[config.mk]
export PLATFORM = sky130hd
export DESIGN_NAME = pc_select_unit_flat
export DESIGN_NICKNAME = d
export VERILOG_FILES = /design/src/rtl/pc_select_pkg.sv /design/src/rtl/pc_select_unit_if.sv /design/src/rtl/pc_ras.sv /design/src/rtl/pc_select_unit.sv /design/src/flat_wrapper.sv
export SDC_FILE = /design/constraint.sdc
export NUM_CORES = 1
export LEC_CHECK = 0
export CAP_MARGIN = 10
export CORE_MARGIN = 4
export CORE_UTILIZATION = 35
export CTS_BUF_LIST = sky130_fd_sc_hd__clkbuf_8
export CTS_CLUSTER_SIZE = 30
export DETAILED_ROUTE_END_ITERATION = 10
export PLACE_DENSITY = 0.86
export SLEW_MARGIN = 20
export SYNTH_ARGS = -nofsm -noshare
export SYNTH_HDL_FRONTEND = slang
export SYNTH_HIERARCHICAL = 1
export SYNTH_SLANG_ARGS = --single-unit
[constraint.sdc]
create_clock -name clk -period 3 [get_ports clk]
set_input_delay 0.6 -clock clk [delete_from_list [all_inputs] [get_ports clk]]
set_output_delay 0.6 -clock clk [all_outputs]
set_load 0.02 [all_outputs]
[src/rtl/pc_select_pkg.sv]
// Shared constants for the fetch-stage PC select unit: next-PC source encodings and the sequential step.
package pc_select_pkg;

  localparam logic [2:0] PC_SRC_SEQ    = 3'b000;
  localparam logic [2:0] PC_SRC_BRANCH = 3'b001;
  localparam logic [2:0] PC_SRC_JUMP   = 3'b010;
  localparam logic [2:0] PC_SRC_REG    = 3'b011;
  localparam logic [2:0] PC_SRC_EXC    = 3'b100;
  localparam logic [2:0] PC_SRC_RET    = 3'b101;

  localparam int unsigned PC_INC = 4;

endpackage

[src/rtl/pc_select_unit_if.sv]
// Control-unit <-> PC unit bundle: source select, stall, call, targets, and PC/stack status back.
interface pc_select_unit_if #(
  parameter int unsigned WIDTH = 32
) ();

  logic             stall;
  logic [2:0]       control;
  logic             call;
  logic [WIDTH-1:0] branch_target;
  logic [WIDTH-1:0] jump_target;
  logic [WIDTH-1:0] reg_target;
  logic [WIDTH-1:0] pc;
  logic [WIDTH-1:0] pc_plus4;
  logic [WIDTH-1:0] next_pc;
  logic             ras_empty;
  logic             ras_full;
  logic             ras_underflow;

  modport master (
    output stall, control, call, branch_target, jump_target, reg_target,
    input  pc, pc_plus4, next_pc, ras_empty, ras_full, ras_underflow
  );

  modport slave (
    input  stall, control, call, branch_target, jump_target, reg_target,
    output pc, pc_plus4, next_pc, ras_empty, ras_full, ras_underflow
  );

endinterface

[src/rtl/pc_ras.sv]
// Circular return-address stack: a push when full overwrites the oldest entry and the count saturates.
module pc_ras #(
  parameter int unsigned DEPTH = 4,
  parameter int unsigned WIDTH = 32
) (
  input  logic             clk,
  input  logic             reset,
  input  logic             push,
  input  logic             pop,
  input  logic             clear,
  input  logic [WIDTH-1:0] push_data,
  output logic [WIDTH-1:0] top,
  output logic             empty,
  output logic             full
);

  localparam int unsigned PTR_W = $clog2(DEPTH);
  localparam int unsigned CNT_W = $clog2(DEPTH + 1);

  logic [WIDTH-1:0] mem [DEPTH];
  logic [PTR_W-1:0] top_q;
  logic [CNT_W-1:0] count_q;
  logic [PTR_W-1:0] wr_ptr_c;

  assign top   = mem[top_q];
  assign empty = (count_q == '0);
  assign full  = (count_q == CNT_W'(DEPTH));

  // Push with pop replaces the top in place; a plain push writes above it.
  assign wr_ptr_c = pop ? top_q : top_q + PTR_W'(1);

  always_ff @(posedge clk or posedge reset) begin
    if (reset) begin
      top_q   <= '0;
      count_q <= '0;
    end else if (clear) begin
      count_q <= '0;
    end else if (push && !pop) begin
      top_q <= top_q + PTR_W'(1);
      if (!full) count_q <= count_q + CNT_W'(1);
    end else if (pop && !push) begin
      top_q   <= top_q - PTR_W'(1);
      count_q <= count_q - CNT_W'(1);
    end
  end

  always_ff @(posedge clk) begin
    if (push && !clear) mem[wr_ptr_c] <= push_data;
  end

endmodule

[src/rtl/pc_select_unit.sv]
// Registered fetch PC with six next-PC sources, stall and exception override.
// Optional return-address stack built when PC_SELECT_RAS_EN is defined.
module pc_select_unit
  import pc_select_pkg::*;
#(
  parameter int unsigned      WIDTH        = 32,
  parameter logic [WIDTH-1:0] RESET_VECTOR = '0,
  parameter logic [31:0]      EXC_VECTOR   = 32'h0000_0080,
  parameter int unsigned      RAS_DEPTH    = 4
) (
  input logic             clk,
  input logic             reset,
  pc_select_unit_if.slave bus
);

  localparam logic [WIDTH-1:0] EXC_PC = WIDTH'(EXC_VECTOR);

  logic [WIDTH-1:0] pc_q;
  logic [WIDTH-1:0] pc_plus4_c;
  logic [WIDTH-1:0] sel_pc_c;
  logic [WIDTH-1:0] next_pc_c;
  logic [WIDTH-1:0] ret_pc_c;
  logic             is_exc_c;
  logic             is_ret_c;
  logic             ras_empty_c;
  logic             ras_full_c;
  logic             ras_underflow_r;

  assign is_exc_c   = (bus.control == PC_SRC_EXC);
  assign is_ret_c   = (bus.control == PC_SRC_RET);
  assign pc_plus4_c = pc_q + WIDTH'(PC_INC);

  // Source select; reserved encodings fall through to sequential.
  always_comb begin
    sel_pc_c = pc_plus4_c;
    case (bus.control)
      PC_SRC_SEQ:    sel_pc_c = pc_plus4_c;
      PC_SRC_BRANCH: sel_pc_c = bus.branch_target;
      PC_SRC_JUMP:   sel_pc_c = bus.jump_target;
      PC_SRC_REG:    sel_pc_c = bus.reg_target;
      PC_SRC_EXC:    sel_pc_c = EXC_PC;
      PC_SRC_RET:    sel_pc_c = ret_pc_c;
      default:       sel_pc_c = pc_plus4_c;
    endcase
  end

  // An exception is the only source that gets through a stall.
  assign next_pc_c = (bus.stall && !is_exc_c) ? pc_q : sel_pc_c;

  always_ff @(posedge clk or posedge reset) begin
    if (reset) pc_q <= RESET_VECTOR;
    else       pc_q <= next_pc_c;
  end

`ifdef PC_SELECT_RAS_EN
  logic [WIDTH-1:0] ras_top;
  logic             push_c;
  logic             pop_c;

  assign push_c   = bus.call && !bus.stall && !is_exc_c;
  assign pop_c    = is_ret_c && !bus.stall && !ras_empty_c;
  assign ret_pc_c = ras_empty_c ? bus.reg_target : ras_top;

  pc_ras #(
    .DEPTH (RAS_DEPTH),
    .WIDTH (WIDTH)
  ) u_ras (
    .clk       (clk),
    .reset     (reset),
    .push      (push_c),
    .pop       (pop_c),
    .clear     (is_exc_c),
    .push_data (pc_plus4_c),
    .top       (ras_top),
    .empty     (ras_empty_c),
    .full      (ras_full_c)
  );

  always_ff @(posedge clk or posedge reset) begin
    if (reset)           ras_underflow_r <= 1'b0;
    else if (is_exc_c)   ras_underflow_r <= 1'b0;
    else if (!bus.stall) ras_underflow_r <= is_ret_c && ras_empty_c;
  end
`else
  logic                unused_call;
  localparam int unsigned unused_ras_depth = RAS_DEPTH;

  assign unused_call     = bus.call;
  assign ret_pc_c        = bus.reg_target;
  assign ras_empty_c     = 1'b1;
  assign ras_full_c      = 1'b0;
  assign ras_underflow_r = 1'b0;
`endif

  assign bus.pc            = pc_q;
  assign bus.pc_plus4      = pc_plus4_c;
  assign bus.next_pc       = next_pc_c;
  assign bus.ras_empty     = ras_empty_c;
  assign bus.ras_full      = ras_full_c;
  assign bus.ras_underflow = ras_underflow_r;

endmodule
[src/flat_wrapper.sv]
// flat-port wrapper written by rule: the top's interface ports become plain ports
module pc_select_unit_flat import pc_select_pkg::*;
#(
  parameter int unsigned      WIDTH        = 32,
  parameter logic [WIDTH-1:0] RESET_VECTOR = '0,
  parameter logic [31:0]      EXC_VECTOR   = 32'h0000_0080,
  parameter int unsigned      RAS_DEPTH    = 4
)
  (clk, reset, bus_stall, bus_control, bus_call, bus_branch_target, bus_jump_target, bus_reg_target, bus_pc, bus_pc_plus4, bus_next_pc, bus_ras_empty, bus_ras_full, bus_ras_underflow);
  pc_select_unit_if #(.WIDTH(WIDTH)) bus_i ();
  input logic clk;
  input logic reset;
  input wire logic [$bits(bus_i.stall)-1:0] bus_stall;
  input wire logic [$bits(bus_i.control)-1:0] bus_control;
  input wire logic [$bits(bus_i.call)-1:0] bus_call;
  input wire logic [$bits(bus_i.branch_target)-1:0] bus_branch_target;
  input wire logic [$bits(bus_i.jump_target)-1:0] bus_jump_target;
  input wire logic [$bits(bus_i.reg_target)-1:0] bus_reg_target;
  output wire logic [$bits(bus_i.pc)-1:0] bus_pc;
  output wire logic [$bits(bus_i.pc_plus4)-1:0] bus_pc_plus4;
  output wire logic [$bits(bus_i.next_pc)-1:0] bus_next_pc;
  output wire logic [$bits(bus_i.ras_empty)-1:0] bus_ras_empty;
  output wire logic [$bits(bus_i.ras_full)-1:0] bus_ras_full;
  output wire logic [$bits(bus_i.ras_underflow)-1:0] bus_ras_underflow;
  assign bus_i.stall = bus_stall;
  assign bus_i.control = bus_control;
  assign bus_i.call = bus_call;
  assign bus_i.branch_target = bus_branch_target;
  assign bus_i.jump_target = bus_jump_target;
  assign bus_i.reg_target = bus_reg_target;
  assign bus_pc = bus_i.pc;
  assign bus_pc_plus4 = bus_i.pc_plus4;
  assign bus_next_pc = bus_i.next_pc;
  assign bus_ras_empty = bus_i.ras_empty;
  assign bus_ras_full = bus_i.ras_full;
  assign bus_ras_underflow = bus_i.ras_underflow;
  pc_select_unit #(.WIDTH(WIDTH), .RESET_VECTOR(RESET_VECTOR), .EXC_VECTOR(EXC_VECTOR), .RAS_DEPTH(RAS_DEPTH)) u_core (.clk(clk), .reset(reset), .bus(bus_i));
endmodule
==> metrics.csv <==
stage,metric,value,unit
cts,cts_buffers,5,
cts,cts_buffer_depth,2,
timing,period_needed,3.11,ns
critical_path,cp-start-kind,flop,
grt,overflow,0,
critical_path,worstReg2RegStart,u_core/bus.pc[2]$_DFF_PP0_,
finish,drive_gt1_share,27.0,%
synthesis,postSynth.asyncResetShare,100,%
grt,grt_pass1_wl,24500,um
synthesis,synth_flop_cell,dfrtp_1,
synthesis,ys_types,65,
drt,ant_nets,0,
critical_path,crit_fanout,6,
die,start_util,36.3,%
drt,wl_per_cell,18.8,um
power_and_ir_drop,power.density,421,nW/um2
cts,htreeDepth,2,
timing,post-route-period-util,104,%
critical_path,arrival,2.51,ns
timing,clock_skew,0.0135,ns
grt,antenna_found_initial,0,
synthesis,yosys_warnings,6,
finish,nNetsFinal,830,
drt,drt-total-wl,16100,um
timing,setup_slack,-0.115,ns
finish,regArea,801,um2
synthesis,synth_seq_cells,32,
timing,timing.fmax,321,MHz
drt,drc,0,
grt,track_usage,27.0,%
placed_design,placed_cells,839,
status,outcome,"finished, violations left",
finish,finalNonFillerCells,856,
critical_path,cp.required,2.40,ns
timing,fin_tns_setup,-0.115,ns
finish,multiInputGateArea,2470,um2
cts,clock-root-buffer,clkbuf_8,
die,core_area,9370,um2
drt,first_iter_violations,371,
timing,setup_viol,1,
flow_run,max_cap_viol_count,0,
synthesis,seq_area_frac_synth,23.5,%
hold_path,min_from,u_core/bus.pc[1]$_DFF_PP0_,
placed_design,dpl.hpwl,13200,um
drt,first_pass_iters,5,
die,pin_count,202,
synthesis,synth_area_leaders,"dfrtp_1 (24%), mux2i_1 (9.4%), a21oi_1 (6.3%)",
drt,vias_per_cell,5.64,
finish,n_antenna_cell,0,
drt,vias,4832,
placed_design,io_buffers,197,
critical_path,cp-startpoint,u_core/bus.pc[2]$_DFF_PP0_,
critical_path,crit_type,flop to output pin,
die,die_w,107,um
cts,cts_tree,done,
die,die_y,107,um
hold_path,timing.hold.worst.class,flop to flop,
synthesis,yosys.area.top_type,dfrtp_1,
placed_design,routabilityCongestion,0.932,
die,row_count,35,
critical_path,cp-end-kind,output pin,
finish,syn_to_final_growth,88.1,%
power_and_ir_drop,ir_drop,217,uV
grt,globalRouteMet3Util,4.70,%
finish,fillers,809,
timing,rsz0062_at_grt,true,
timing,finalHoldViolCount,0,
grt,grt_pass1_vias,4734,
grt,grt_busiest_layer,met2,
finish,largest_register_ffs,32,
status,violations,negative setup slack,
finish,post-route-util,68.3,%
cts,clock-sinks,32,
synthesis,netlist_area,3400,um2
die,dieArea,11400,um2
finish,final_common_cell,clkdlybuf4s50_1,
synthesis,netlist.area_leader.share,23.5,%
cts,clk_pin_slew,0.08,ns
cts,hold_buffers,0,
grt,grt_use_met2,46.4,%
grt,use_met1,33.4,%
finish,final_cell_mix,"clkdlybuf4s50_1 (144), buf_4 (121), a21oi_1 (42)",
synthesis,syn_area_per_cell,7.68,um2
grt,grt_max_degree,33,
synthesis,syn_inst,443,
cts,clkLatencyLatePin,0.29,ns
timing,drv_slew,0,
power_and_ir_drop,leakage,2.86,nW
synthesis,synth_edf_count,0,
-- stage by stage --
step / area (um2) / hold WS [ns] / worst slack, ns / power (mW)
2_1_floorplan: 3410 / 0.716 / 0.0845 / 1.34
3_3_place_gp: 6230 / 0.615 / -0.673 / 2.26
3_5_place_dp: 6230 / 0.630 / -0.689 / 2.30
4_1_cts: 6380 / 0.640 / 0.0000266 / 2.68
5_1_grt: 6400 / 0.660 / -0.198 / 2.83
6_report: 6400 / 0.641 / -0.115 / 2.70
-- where the power goes --
group	internal (mW)	total, mW	switching (mW)
registers	0.507	0.584	0.0778
clock network	0.246	0.431	0.185
logic	0.809	1.68	0.872
total	1.56	2.70	1.13
-- worst max-delay path, cell delays in order, from the launching register on --
cell and delay [ns]:
dfrtp_1 0.40, ha_1 0.22, nand4_1 0.19, nor3_2 0.16, buf_4 0.18, buf_4 0.15
nand4_1 0.17, o21ai_1 0.22, o2bb2a_1 0.26, clkdlybuf4s15_2 0.26
-- metal layers --
metal	wire, um	share of wire (%)	vias to the layer above
met3	1470	9.1	49
met5	0	0	-
met4	605	3.8	0
met2	7860	49	321
li1	-	-	2212
met1	6150	38	2250
-- path summary, 6_finish.rpt --
check                           cells after the start                          end  slack (ns)
worst max-delay path                                9              bus_next_pc[22]       -0.11
worst min-delay path                                2   u_core/bus.pc[1]$_DFF_PP0_        0.64
worst max register to register                     10  u_core/bus.pc[20]$_DFF_PP0_        0.76
worst min register to register                      2   u_core/bus.pc[1]$_DFF_PP0_        0.64
max in group asynchronous                           3  u_core/bus.pc[16]$_DFF_PP0_        1.97
min in group asynchronous                           3   u_core/bus.pc[3]$_DFF_PP0_        0.70
-- what timing repair did --
action	in CTS	in global routing
pin swaps	3	11
buffers inserted	6	3
resized for setup	124	44
setup endpoints to repair	46	36
cloned	0	0
-- cell families (layout without fill, tap and decap cells) --
family | after synthesis | count (layout) | synth area share, %
buffers and inverters | 51 | 334 | 6.80
DFF | 32 | 32 | 23.5
AOI/OAI and AO/OA | 144 | 144 | 27.1
xor gates and xnor gates | 28 | 28 | 7.21
and+or+nand+nor | 151 | 151 | 24.6
adders and majority gates | 1 | 1 | 0.368
muxes | 34 | 34 | 10.1
other | 2 | 3 | 0.221
-- cell usage after synthesis, types with 3 or more instances --
cell type and instances:
o221ai_1 3, nand4_1 10, nor2_1 29, nand3_1 17, a211o_1 3, nor2b_1 7, a311oi_1 3, clkbuf_1 23
a31oi_1 7, a211oi_1 10, o21ai_0 35, a21oi_1 43, inv_1 7, xor2_1 10, and3_1 13, and2_1 5
buf_2 13, or3_1 4, xnor2_1 18, dfrtp_1 32, or4_1 3, o22a_1 3, mux2i_1 32, nand2b_1 6
nor3_1 12, o211ai_1 4, nand2_1 29, o31ai_1 3, and4_1 4, buf_4 6
-- cell type report --
cell class	count	share of cell area, %
tap	129	2.52
sequential	32	12.5
timing repair buffer	319	44.2
clock inverter	3	0.665
clock buffer	5	1.08
multi-input combinational	361	38.7
inverter	7	0.411
No activity file was read; power rests on OpenSTA's default activity.
